--- config.mk ---
export PLATFORM = sky130hd
export DESIGN_NAME = swervolf_sseg_scan
export DESIGN_NICKNAME = d
export VERILOG_FILES = /design/src/rtl/swervolf_sseg_pkg.sv /design/src/rtl/swervolf_sseg_tick.sv /design/src/rtl/swervolf_sseg_scan.sv
export SDC_FILE = /design/constraint.sdc
export NUM_CORES = 1
export LEC_CHECK = 0
export ABC_AREA = 1
export ABC_CLOCK_PERIOD_IN_PS = 5000
export BUFFER_PORTS_ARGS = -buffer_cell sky130_fd_sc_hd__buf_2
export CELL_PAD_IN_SITES_DETAIL_PLACEMENT = 0
export CELL_PAD_IN_SITES_GLOBAL_PLACEMENT = 1
export CORE_ASPECT_RATIO = 0.7
export CORE_MARGIN = 2
export CORE_UTILIZATION = 43
export DETAILED_ROUTE_END_ITERATION = 6
export GPL_TIMING_DRIVEN = 0
export MAX_ROUTING_LAYER = met4
export PLACE_DENSITY_LB_ADDON = 0.1
export SETUP_SLACK_MARGIN = 0.02
export SLEW_MARGIN = 20
export SYNTH_ARGS = -nofsm -noshare
export SYNTH_HDL_FRONTEND = slang
export SYNTH_SLANG_ARGS = --single-unit
--- constraint.sdc ---
create_clock -name clk -period 5 [get_ports clk]
set_input_delay 1 -clock clk [delete_from_list [all_inputs] [get_ports clk]]
set_output_delay 1 -clock clk [all_outputs]
set_load 0.01 [all_outputs]
--- src/rtl/swervolf_sseg_pkg.sv ---
// Shared definitions for the SweRVolf seven-segment scanner: phase type,
// segment bit positions and the active-high hex font.
package swervolf_sseg_pkg;

  typedef enum logic {
    PH_GAP = 1'b0,
    PH_ON  = 1'b1
  } phase_t;

  localparam int SEG_A = 6;
  localparam int SEG_B = 5;
  localparam int SEG_C = 4;
  localparam int SEG_D = 3;
  localparam int SEG_E = 2;
  localparam int SEG_F = 1;
  localparam int SEG_G = 0;

  // Entry 15 is listed first so that SSEG_FONT[n] is the glyph for hex digit n.
  localparam logic [15:0][6:0] SSEG_FONT = {
    7'h47, 7'h4F, 7'h3D, 7'h4E, 7'h1F, 7'h77, 7'h7B, 7'h7F,
    7'h70, 7'h5F, 7'h5B, 7'h33, 7'h79, 7'h6D, 7'h30, 7'h7E
  };

  function automatic logic [6:0] sseg_font(input logic [3:0] nibble);
    logic [6:0] f;
    f = SSEG_FONT[nibble];
    return {f[SEG_A], f[SEG_B], f[SEG_C], f[SEG_D], f[SEG_E], f[SEG_F], f[SEG_G]};
  endfunction

endpackage

--- src/rtl/swervolf_sseg_tick.sv ---
// Slot prescaler: counts 0..CLK_DIV-1, flags the last cycle of a slot and
// whether the current cycle lies past the anode-off gap.
module swervolf_sseg_tick #(
  parameter int CLK_DIV      = 12500,
  parameter int BLANK_CYCLES = 16
) (
  input  logic clk,
  input  logic rst,
  output logic o_adv,
  output logic o_on
);

  localparam int CNT_W = $clog2(CLK_DIV);
  localparam logic [CNT_W-1:0] CNT_LAST = CNT_W'(CLK_DIV - 1);

  logic [CNT_W-1:0] cnt_reg;

  always_ff @(posedge clk) begin
    if (rst) begin
      cnt_reg <= '0;
    end else if (cnt_reg == CNT_LAST) begin
      cnt_reg <= '0;
    end else begin
      cnt_reg <= cnt_reg + CNT_W'(1);
    end
  end

  assign o_adv = (cnt_reg == CNT_LAST);

  // A zero-length gap would make the compare trivially true, so tie it off.
  generate
    if (BLANK_CYCLES == 0) begin : g_no_gap
      assign o_on = 1'b1;
    end else begin : g_gap
      localparam logic [CNT_W-1:0] BLANK_C = CNT_W'(BLANK_CYCLES);
      assign o_on = (cnt_reg >= BLANK_C);
    end
  endgenerate

endmodule

--- src/rtl/swervolf_sseg_scan.sv ---
// Time-multiplexed common-anode seven-segment scanner with per-slot blanking gap.
// Optional leading-zero blanking is compiled in with SSEG_LZ_BLANK_EN.
module swervolf_sseg_scan
  import swervolf_sseg_pkg::*;
#(
  parameter int DIGITS       = 8,
  parameter int CLK_DIV      = 12500,
  parameter int BLANK_CYCLES = 16,
  parameter int ACTIVE_LOW   = 1
) (
  input  logic                  clk,
  input  logic                  rst,
  input  logic [4*DIGITS-1:0]   i_value,
  input  logic [DIGITS-1:0]     i_dp,
  input  logic [DIGITS-1:0]     i_digit_en,
  input  logic                  i_load,
  output logic [DIGITS-1:0]     o_an,
  output logic [6:0]            o_seg,
  output logic                  o_dp
);

  localparam int DIG_W = (DIGITS > 1) ? $clog2(DIGITS) : 1;
  localparam logic [DIG_W-1:0] DIG_LAST = DIG_W'(DIGITS - 1);
  localparam logic POL = (ACTIVE_LOW != 0);

  logic                adv;
  logic                on;
  phase_t              phase;
  logic [4*DIGITS-1:0] snap_val_reg;
  logic [DIGITS-1:0]   snap_dp_reg;
  logic [DIG_W-1:0]    dig_reg;
  logic [DIGITS-1:0]   vis_mask;
  logic                lit;
  logic [3:0]          cur_nib;
  logic [DIGITS-1:0]   an_next;
  logic [6:0]          seg_next;
  logic                dp_next;
  logic [DIGITS-1:0]   an_reg;
  logic [6:0]          seg_reg;
  logic                dp_reg;

  swervolf_sseg_tick #(
    .CLK_DIV      (CLK_DIV),
    .BLANK_CYCLES (BLANK_CYCLES)
  ) u_tick (
    .clk   (clk),
    .rst   (rst),
    .o_adv (adv),
    .o_on  (on)
  );

  // The phase is a pure function of the prescaler count; no separate state.
  assign phase = on ? PH_ON : PH_GAP;

`ifdef SSEG_LZ_BLANK_EN
  logic [DIGITS-1:0] lz_blank;

  generate
    for (genvar gi = 0; gi < DIGITS; gi++) begin : g_lz
      if (gi == 0) begin : g_first
        assign lz_blank[gi] = 1'b0;
      end else begin : g_upper
        assign lz_blank[gi] = ~|snap_val_reg[4*DIGITS-1:4*gi];
      end
    end
  endgenerate

  assign vis_mask = i_digit_en & ~lz_blank;
`else
  assign vis_mask = i_digit_en;
`endif

  assign lit     = (phase == PH_ON) && vis_mask[dig_reg];
  assign cur_nib = snap_val_reg[{dig_reg, 2'b00} +: 4];

  // A disabled or blanked slot drives nothing at all, decimal point included.
  always_comb begin
    an_next  = '0;
    seg_next = '0;
    dp_next  = 1'b0;
    if (lit) begin
      an_next  = DIGITS'(1) << dig_reg;
      seg_next = sseg_font(cur_nib);
      dp_next  = snap_dp_reg[dig_reg];
    end
  end

  always_ff @(posedge clk) begin
    if (rst) begin
      snap_val_reg <= '0;
      snap_dp_reg  <= '0;
      dig_reg      <= '0;
      an_reg       <= {DIGITS{POL}};
      seg_reg      <= {7{POL}};
      dp_reg       <= POL;
    end else begin
      if (i_load) begin
        snap_val_reg <= i_value;
        snap_dp_reg  <= i_dp;
      end
      if (adv) begin
        dig_reg <= (dig_reg == DIG_LAST) ? '0 : dig_reg + DIG_W'(1);
      end
      an_reg  <= an_next ^ {DIGITS{POL}};
      seg_reg <= seg_next ^ {7{POL}};
      dp_reg  <= dp_next ^ POL;
    end
  end

  assign o_an  = an_reg;
  assign o_seg = seg_reg;
  assign o_dp  = dp_reg;

endmodule

==> results.toml <==
[global_routing]
grt_max_degree = 13
grt_pass1_vias = 3016
grt_pass1_wl_um = 14600
grt_overflow = 0
grtUsageTotal = 0.214
antenna_found_initial = 0

[setup_path]
reg2reg_slack_ps = 2950
cp_num_buf_inv = 3
r2r_end = "o_seg[3]"
crit_slowest_cell = "dfxtp_1"
rr_startpoint = "dig_reg[1]"
critical-path-top-delay-family = "simple AND/OR/NAND/NOR gates"
cp.arrival_ps = 2270
crit_path_max_fanout = 11
cp-start-kind = "flop"
critPathKind = "flop to flop"
cpPeakStageDelay_ps = 420
setup.worst_path.end_class = "flop"
crit_path_cell_trace = "inv_2 -> buf_2 -> nor2_1 -> o21ai_1 -> nand3_1 -> nand2_1 -> ha_1 -> inv_1 -> nand3_1 -> nand2_1 -> nand2_1 -> nand3_1"
crit_required_ps = 5210
reg2reg_depth = 12

[timing]
setup_tns_ps = 0
rsz0062_at_grt = "false"
clock.fmax_mhz = 487
timing.final.crit_share = 0.410
layout_setup_ws_ps = 2950
slew_violations = 0
slew-limit-headroom = 0.688
hold_viol_final = 0
finalSetupViolations = 0
fin_worst_skew_ps = 7.05
worst_pin_slew_ps = 468
final.min_clock_period_ps = 2050

[cells_and_area]
finish.instance_area_um2 = 4320
nNetsFinal = 619
fill_cells = 806
largest_reg_flops = 32
final_util = 0.545
drive_gt1_frac = 0.229
diodes = 0
syn_to_final_growth_pct = 21.7

[floorplan]
ios = 67
die_w_um = 113
start_util = 0.448
die_area_um2 = 9020
fp-row-count = 27
die_y_um = 80.1
fp.coreArea_um2 = 7940

[detailed_routing]
antenna_left = 0
routed_wl_um = 8660
drt-vias-per-instance = 4.91
drc = 0
drt-initial-drc-count = 140
vias = 3233
drt_first_pass_iters = 4
wire_per_inst_um = 13.1

[yosys]
synth.avg_cell_area_um2 = 7.43
synth_cell_types = 37
synth.cell_area_um2 = 3550
synthCells = 478
synth_top_area_frac = 0.411
synth_nets = 543
synth_top_cell_by_area = "dfxtp_1"
yosysSeqAreaShare = 0.411
yosysWarnings = 0
ys_ff_latch = 73
synthTopCellsByArea = "dfxtp_1, nor2_1, nand2_1"

[power_and_ir_drop]
p_total_mw = 1.43
peakVddDrop_v = 0.000190
p_leak_nw = 1.90
pwr_density_cell_nw_per_um2 = 330

[clock_network]
root_buffer = "clkbuf_16"
numCtsBuffers = 9
postCtsHoldBufs = 0
insertion_delay_ps = 340
ctsResizeCount = 0
htreeDepth = 3
clockBufferDepth = 2
cts_tree = "yes"
path_clk_slew_ps = 60
post-cts-setup-buffers = 0
cts.sinks = 73

[outcome]
outcome = "completed"

[place]
hpwl_um = 6400
pre_cts_ws_ps = 2900
place_congestion = 0.826
placed_cell_area_um2 = 4010
port_buffers = 65

[min_path]
hp-start = "snap_dp_reg[6]"
hold_class = "flop to flop"
hold_depth = 2
worstHoldEndpoint = "snap_dp_reg[6]"

[flow_run]
cap_violations = 0
-- worst reg2reg max path: cells and delay by family (launching register included) --
| kind | cells | cell delay (ps) |
|---|---|---|
| compound gates | 1 | 90 |
| fa+ha+maj | 1 | 370 |
| buf+inv | 3 | 400 |
| flops | 1 | 420 |
| simple gates | 7 | 640 |
-- cell usage after synthesis (all sizes together) --
cell type / number
o211ai: 2
o21bai: 1
inv: 38
or2: 2
nand2: 94
nor3: 7
o21ai: 54
dfxtp: 73
buf: 12
a21oi: 28
nand4: 4
nor3b: 2
nand3: 46
ha: 14
o21a: 1
a31oi: 1
clkbuf: 9
nor2: 88
clkinv: 2
-- layout make-up --
cell class,instances,area [um^2],share of cell area
multi-input combinational,344,1810,0.418
sequential,73,1460,0.338
timing repair buffer,65,325,0.0752
clock buffer,10,239,0.0553
inverter,40,158,0.0365
buffer,21,129,0.0298
tap,101,126,0.0292
clock inverter,5,80.1,0.0185
-- per-layer routing --
layer | vias to the layer above | wire, um | track usage
met3 | 12 | 495 | 0.0566
met1 | 1446 | 4240 | 0.272
met2 | 73 | 3810 | 0.335
li1 | 1702 | - | -
met5 | - | 0 | -
met4 | 0 | 115 | 0.0695
-- stage by stage --
stage,hold WS (ps),std cells
final,455,659
after global routing,489,659
after CTS,455,659
after detailed placement,446,644
after global placement,438,644
after floorplan,429,478
-- worst max-delay path by stage --
stage / start / to / cells past startpoint
finish: dig_reg[1] / o_seg[3] / 12
floorplan: i_load / snap_dp_reg[4] / 5
detailed placement: rst / snap_val_reg[26] / 5
global route: dig_reg[1] / o_seg[3] / 12
CTS: dig_reg[1] / o_seg[3] / 11
global placement: rst / snap_val_reg[26] / 5
-- layout by cell type (no fill, tap or decap), drive strengths merged, types with 3 or more instances in the layout --
cell type,instances
ha,14
buf,77
nand4,4
dfxtp,73
nand2,94
a21oi,28
nand3,46
clkinv,3
clkbuf,19
nor2,88
inv,38
o21ai,54
nor3,7
-- cells by family after synthesis --
family | synth area share
AOI/OAI and AO/OA | 0.126
adders and majority gates | 0.0493
buffers and inverters | 0.0806
DFF | 0.411
and+or+nand+nor | 0.333
-- report_power, final --
part / internal (mW) / total [mW] / switching, mW
Combinational: 0.0462 / 0.116 / 0.0694
Clock: 0.446 / 0.692 / 0.246
Sequential: 0.606 / 0.618 / 0.0120
(Power assumes the default switching activity.)
